`src/rtl/addr_patch_pkg.sv`:
```
// Shared types and constants for the address-patch controller.
// The entry struct is sized by PATCH_ADDR_W, so the controller's ADDR_W must stay equal to it.
package addr_patch_pkg;

  localparam int PATCH_ADDR_W = 32;
  localparam int HIT_CNT_W    = 16;

  typedef struct packed {
    logic                    en;
    logic [PATCH_ADDR_W-1:0] match;
    logic [PATCH_ADDR_W-1:0] replace;
  } patch_entry_t;

  typedef enum logic {
    IDLE  = 1'b0,
    CLEAR = 1'b1
  } clr_state_e;

endpackage

```
`src/rtl/addr_patch_match.sv`:
```
// Combinational priority matcher: the lowest-index enabled entry whose match field equals addr_i wins.
// On a miss hit_o=0, idx_o=0 and repl_o=0.
module addr_patch_match
  import addr_patch_pkg::*;
#(
  parameter int NUM_PATCH = 4,
  parameter int IDX_W     = 2
) (
  input  patch_entry_t            entries_i [NUM_PATCH],
  input  logic [PATCH_ADDR_W-1:0] addr_i,
  output logic                    hit_o,
  output logic [IDX_W-1:0]        idx_o,
  output logic [PATCH_ADDR_W-1:0] repl_o
);

  logic [NUM_PATCH-1:0] hit_vec;

  for (genvar gi = 0; gi < NUM_PATCH; gi++) begin : g_cmp
    assign hit_vec[gi] = entries_i[gi].en && (entries_i[gi].match == addr_i);
  end

  // Walk from the top down so the lowest hitting index is the last one written.
  always_comb begin
    hit_o  = |hit_vec;
    idx_o  = '0;
    repl_o = '0;
    for (int i = NUM_PATCH - 1; i >= 0; i--) begin
      if (hit_vec[i]) begin
        idx_o  = IDX_W'(i);
        repl_o = entries_i[i].replace;
      end
    end
  end

endmodule

```
`src/rtl/addr_patch_ctrl.sv`:
```
// Address-patch controller: patch table, sequenced clear FSM and a one-deep registered output stage.
// Optional per-entry saturating hit counters are built when ADDR_PATCH_HIT_CNT_EN is defined.
module addr_patch_ctrl
  import addr_patch_pkg::*;
#(
  parameter int ADDR_W    = PATCH_ADDR_W,
  parameter int NUM_PATCH = 4,
  parameter int IDX_W     = (NUM_PATCH > 1) ? $clog2(NUM_PATCH) : 1
) (
  input  logic                 clk_i,
  input  logic                 rst_ni,
  input  logic                 si_valid_i,
  output logic                 si_ready_o,
  input  logic [ADDR_W-1:0]    si_addr_i,
  output logic                 mi_valid_o,
  input  logic                 mi_ready_i,
  output logic [ADDR_W-1:0]    mi_addr_o,
  output logic                 mi_patched_o,
  output logic [IDX_W-1:0]     mi_idx_o,
  input  logic                 ctl_we_i,
  input  logic [IDX_W-1:0]     ctl_idx_i,
  input  logic                 ctl_en_i,
  input  logic [ADDR_W-1:0]    ctl_pat_addr_i,
  input  logic [ADDR_W-1:0]    ctl_pat_data_i,
  input  logic                 ctl_clr_i,
  output logic                 ctl_busy_o,
  output logic [HIT_CNT_W-1:0] ctl_hit_cnt_o
);

  clr_state_e          state_q;
  logic [IDX_W-1:0]    clr_ptr_q;
  logic                busy_q;

  logic                mi_valid_q;
  logic [ADDR_W-1:0]   mi_addr_q;
  logic                mi_patched_q;
  logic [IDX_W-1:0]    mi_idx_q;

  patch_entry_t        entries [NUM_PATCH];
  logic                lk_hit;
  logic [IDX_W-1:0]    lk_idx;
  logic [ADDR_W-1:0]   lk_repl;

  logic                si_hs;
  logic                idx_ok;
  logic                wr_ok;
  logic                clearing;

  assign si_ready_o = (state_q == IDLE) && (!mi_valid_q || mi_ready_i);
  assign si_hs      = si_valid_i && si_ready_o;
  assign idx_ok     = 32'(ctl_idx_i) < NUM_PATCH;
  // A clear request in the same cycle takes precedence over a table write.
  assign wr_ok      = ctl_we_i && (state_q == IDLE) && !ctl_clr_i && idx_ok;
  assign clearing   = (state_q == CLEAR);

  assign mi_valid_o   = mi_valid_q;
  assign mi_addr_o    = mi_addr_q;
  assign mi_patched_o = mi_patched_q;
  assign mi_idx_o     = mi_idx_q;
  assign ctl_busy_o   = busy_q;

  addr_patch_match #(
    .NUM_PATCH (NUM_PATCH),
    .IDX_W     (IDX_W)
  ) u_match (
    .entries_i (entries),
    .addr_i    (si_addr_i),
    .hit_o     (lk_hit),
    .idx_o     (lk_idx),
    .repl_o    (lk_repl)
  );

  always_ff @(posedge clk_i) begin
    if (!rst_ni) begin
      state_q   <= IDLE;
      clr_ptr_q <= '0;
      busy_q    <= 1'b0;
    end else begin
      case (state_q)
        IDLE: begin
          if (ctl_clr_i) begin
            state_q   <= CLEAR;
            clr_ptr_q <= '0;
            busy_q    <= 1'b1;
          end
        end
        CLEAR: begin
          if (clr_ptr_q == IDX_W'(NUM_PATCH - 1)) begin
            state_q <= IDLE;
            busy_q  <= 1'b0;
          end else begin
            clr_ptr_q <= clr_ptr_q + IDX_W'(1);
          end
        end
        default: begin
          state_q <= IDLE;
          busy_q  <= 1'b0;
        end
      endcase
    end
  end

  always_ff @(posedge clk_i) begin
    if (!rst_ni) begin
      mi_valid_q   <= 1'b0;
      mi_addr_q    <= '0;
      mi_patched_q <= 1'b0;
      mi_idx_q     <= '0;
    end else if (si_hs) begin
      mi_valid_q   <= 1'b1;
      mi_addr_q    <= lk_hit ? lk_repl : si_addr_i;
      mi_patched_q <= lk_hit;
      mi_idx_q     <= lk_hit ? lk_idx : '0;
    end else if (mi_ready_i) begin
      mi_valid_q <= 1'b0;
    end
  end

`ifdef ADDR_PATCH_HIT_CNT_EN
  logic [HIT_CNT_W-1:0] hit_cnt [NUM_PATCH];
  assign ctl_hit_cnt_o = idx_ok ? hit_cnt[ctl_idx_i] : '0;
`else
  assign ctl_hit_cnt_o = '0;
`endif

  for (genvar gi = 0; gi < NUM_PATCH; gi++) begin : g_entry
    patch_entry_t ent_q;
    logic         clr_me;
    logic         wr_me;

    assign clr_me      = clearing && (clr_ptr_q == IDX_W'(gi));
    assign wr_me       = wr_ok && (ctl_idx_i == IDX_W'(gi));
    assign entries[gi] = ent_q;

    always_ff @(posedge clk_i) begin
      if (!rst_ni || clr_me) begin
        ent_q <= '0;
      end else if (wr_me) begin
        ent_q.en      <= ctl_en_i;
        ent_q.match   <= ctl_pat_addr_i;
        ent_q.replace <= ctl_pat_data_i;
      end
    end

`ifdef ADDR_PATCH_HIT_CNT_EN
    logic [HIT_CNT_W-1:0] cnt_q;
    assign hit_cnt[gi] = cnt_q;

    // Counts at the si handshake and sticks at all-ones.
    always_ff @(posedge clk_i) begin
      if (!rst_ni || clr_me || wr_me) begin
        cnt_q <= '0;
      end else if (si_hs && lk_hit && (lk_idx == IDX_W'(gi)) && (cnt_q != '1)) begin
        cnt_q <= cnt_q + HIT_CNT_W'(1);
      end
    end
`endif
  end

endmodule

```
`config.mk`:
```
export PLATFORM = sky130hd
export DESIGN_NAME = addr_patch_ctrl
export DESIGN_NICKNAME = d
export VERILOG_FILES = /design/src/rtl/addr_patch_pkg.sv /design/src/rtl/addr_patch_match.sv /design/src/rtl/addr_patch_ctrl.sv
export SDC_FILE = /design/constraint.sdc
export NUM_CORES = 1
export LEC_CHECK = 0
export ABC_CLOCK_PERIOD_IN_PS = 3270
export BUFFER_PORTS_ARGS = -buffer_cell sky130_fd_sc_hd__buf_4
export CAP_MARGIN = 20
export CELL_PAD_IN_SITES_DETAIL_PLACEMENT = 2
export CELL_PAD_IN_SITES_GLOBAL_PLACEMENT = 2
export CORE_MARGIN = 8
export CORE_UTILIZATION = 34
export DETAILED_ROUTE_END_ITERATION = 12
export MAX_ROUTING_LAYER = met4
export PLACE_DENSITY_LB_ADDON = 0.15
export SLEW_MARGIN = 30
export SYNTH_ARGS = -nofsm -noshare
export SYNTH_HDL_FRONTEND = slang
export SYNTH_SLANG_ARGS = --single-unit
```
`constraint.sdc`:
```
create_clock -name clk_i -period 3.27 [get_ports clk_i]
set_clock_uncertainty 0.15 [all_clocks]
set_input_delay 0.4905 -clock clk_i [delete_from_list [all_inputs] [get_ports clk_i]]
set_output_delay 0.4905 -clock clk_i [all_outputs]
set_load 0.05 [all_outputs]
```
==> results_dict.tcl <==
set metrics [dict create \
    cp-end-kind "register" \
    maxClockFrequency_mhz 327.8 \
    synth_edf_count 0 \
    drive_gt1_share_pct 15.03 \
    initial_core_util_pct 34.44 \
    slew_viol_final 0 \
    start_kind "register" \
    final_cells 2375 \
    ioPinCount 159 \
    power_uw 8791 \
    status "complete, no violations" \
    clock_path_buffers 3 \
    drc 0 \
    setup_violations 0 \
    routabilityCongestion 0.9525 \
    synth-seq-cells 300 \
    firstDrtPassIters 5 \
    clk_pin_slew_ns 0.06 \
    wl_um 62560 \
    drt_iter0_drc 633 \
    rows 72 \
    synthAdderAreaFrac_pct 0.3760 \
    place_worst_setup_slack_ns 0.006646 \
    nNetsFinal 1943 \
    final.period_utilization_pct 93.29 \
    rsz0062_at_grt "no" \
    cts_buffers 37 \
    dp_cells 2313 \
    ir_worst_vdd_mv 0.3177 \
    syn_to_final_growth_pct 21.92 \
    grt_use_total_pct 28.05 \
    htreeDepth 2 \
    worstMarginPinSlew_ns 0.9811 \
    ant_nets 0 \
    synthCells 1743 \
    leakage_uw 0.005838 \
    synth_top_cell_area_share_pct 45.13 \
    synthTopCellsByArea "dfxtp_1 (45%), nand2_1 (16%), a21oi_1 (10%), xor2_1 (4.6%), xnor2_1 (3.8%)" \
    grt_max_degree 66 \
    crit_arrival_ns 3.32 \
    muxShareOfSynthArea_pct 0 \
    yosysTopAreaCell "dfxtp_1" \
    hold_viol_final 0 \
    grt-ovfl-total 0 \
    cts_resized 0 \
    synth_warnings 0 \
    grt_pass1_vias 14491 \
    port_buffers 142 \
    maxSlewHeadroom_pct 34.60 \
    path_class "register to register" \
    final_cell_mix "nand2_1 (566), dfxtp_1 (300), a21oi_1 (276)" \
    fin_ws_ns 0.2193 \
    ys_types 47 \
    die_w_um 213.9 \
    yosys.area_share.xor_xnor_pct 8.423 \
    worstPathRequired_ns 3.54 \
    wl_per_cell_um 26.34 \
    final_common_cell "nand2_1" \
    place_hpwl_um 42390 \
    fin_tns_setup_ns 0 \
    grt_antenna_before_repair 1 \
    synth_top_family_by_area "simple AND/OR/NAND/NOR gates" \
    synth-simple-area-share_pct 23.27 \
    synth-compound-area-share_pct 16.66 \
    min_path_type "input pin to register" \
    clk_latency_ns 0.53 \
    fin_util_pct 41.99 \
    die_area_um2 45730 \
    yosys_most_used_dff "dfxtp_1" \
    postSynth.asyncResetShare_pct 0 \
    cts_root_buf "clkbuf_16" \
    ctsHoldBuffers 0 \
    routed_via_density 5.525 \
    core_um2 38650 \
    vias 13122 \
    power_density_nw_per_um2 541.8 \
    clock-sinks 300 \
    post_cts_buffers 0 \
    syn-cell-area_um2 13310 \
    die_h_um 213.9 \
    yosysSeqAreaShare_pct 45.13 \
    crit_fanout 6 \
    max_cap_violations 0 \
    grt_pass1_wl_um 93310 \
    synth.avg_cell_area_um2 7.636 \
    finalCriticalPeriod_ns 3.051 \
    cts_tree "yes" \
]
[power by group]
group          internal [uW]  total (uW)  switching (uW)
clock                   2400        4040            1630
sequential              3740        3800            64.3
combinational            283         952             669
[per-stage QoR]
step / hold WS (ns) / area, um^2
finish: 0.08712 / 16230
global route: 0.08718 / 16230
CTS: 0.07496 / 16220
detailed placement: 0.2968 / 15070
global placement: 0.2869 / 15070
floorplan: 0.2812 / 13370
[sequential cells by signal, indices dropped and copies added, names as in the netlist]
signal / flops
mi_addr_o: 32
mi_patched_o: 1
clr_ptr_q: 2
entries: 260
ctl_busy_o: 1
mi_idx_o: 2
mi_valid_o: 1
clearing: 1
[cells by family (layout without fill, tap and decap cells)]
| kind of cell | after synthesis | in the layout |
|---|---|---|
| other | 1 | 17 |
| buffers and inverters | 188 | 286 |
| XOR/XNOR | 128 | 128 |
| AO/OA/AOI/OAI | 394 | 394 |
| AND/OR/NAND/NOR | 728 | 728 |
| adder cells (fa/ha/maj) | 4 | 4 |
| flip-flops | 300 | 300 |
[final timing paths]
kind,start,to,slack [ns],cells past startpoint
worst max-delay path,entries[254],mi_addr_o[4],0.22,8
worst min-delay path,ctl_pat_addr_i[10],entries[107],0.09,3
worst max register to register,entries[254],mi_addr_o[4],0.22,8
worst min register to register,entries[3],entries[3],0.31,2
[critical path, cell delays in order (launching register included)]
cell and delay, ns:
dfxtp_1 0.35, xor2_1 0.19, nor4_1 0.49, nand4_1 0.30
or3_1 0.56, buf_4 0.21, and3_1 0.16, a221o_1 0.26
o31a_1 0.28
[per-layer routing]
layer	vias up	global-route usage (%)	part of all wire, %	wire [um]
met4	0	11.37	4.0	2533
met1	6677	34.74	44	27550
met3	134	3.975	4.4	2753
met5	-	-	0	0
met2	352	45.65	48	29720
li1	5959	-	-	-
[synthesized netlist by cell type, types with 13 or more instances]
cell type,number
nand2_1,571
dfxtp_1,300
a21oi_1,276
clkbuf_1,112
xor2_1,70
xnor2_1,58
buf_2,39
and3_1,35
nor4_1,33
nand4_1,24
a31oi_1,22
nand3_1,20
a211oi_1,19
inv_1,18
buf_4,16
o21ai_0,14
nor2_1,13
[final cells by class]
type | instances | area [um^2]
tap | 518 | 648.1
clock inverter | 9 | 95.09
fill | 4375 | 22420
inverter | 18 | 67.56
timing repair buffer | 207 | 1742
sequential | 300 | 6006
clock buffer | 52 | 1062
antenna | 1 | 2.502
multi-input combinational | 1270 | 6604
No activity file was read; power rests on OpenSTA's default activity.
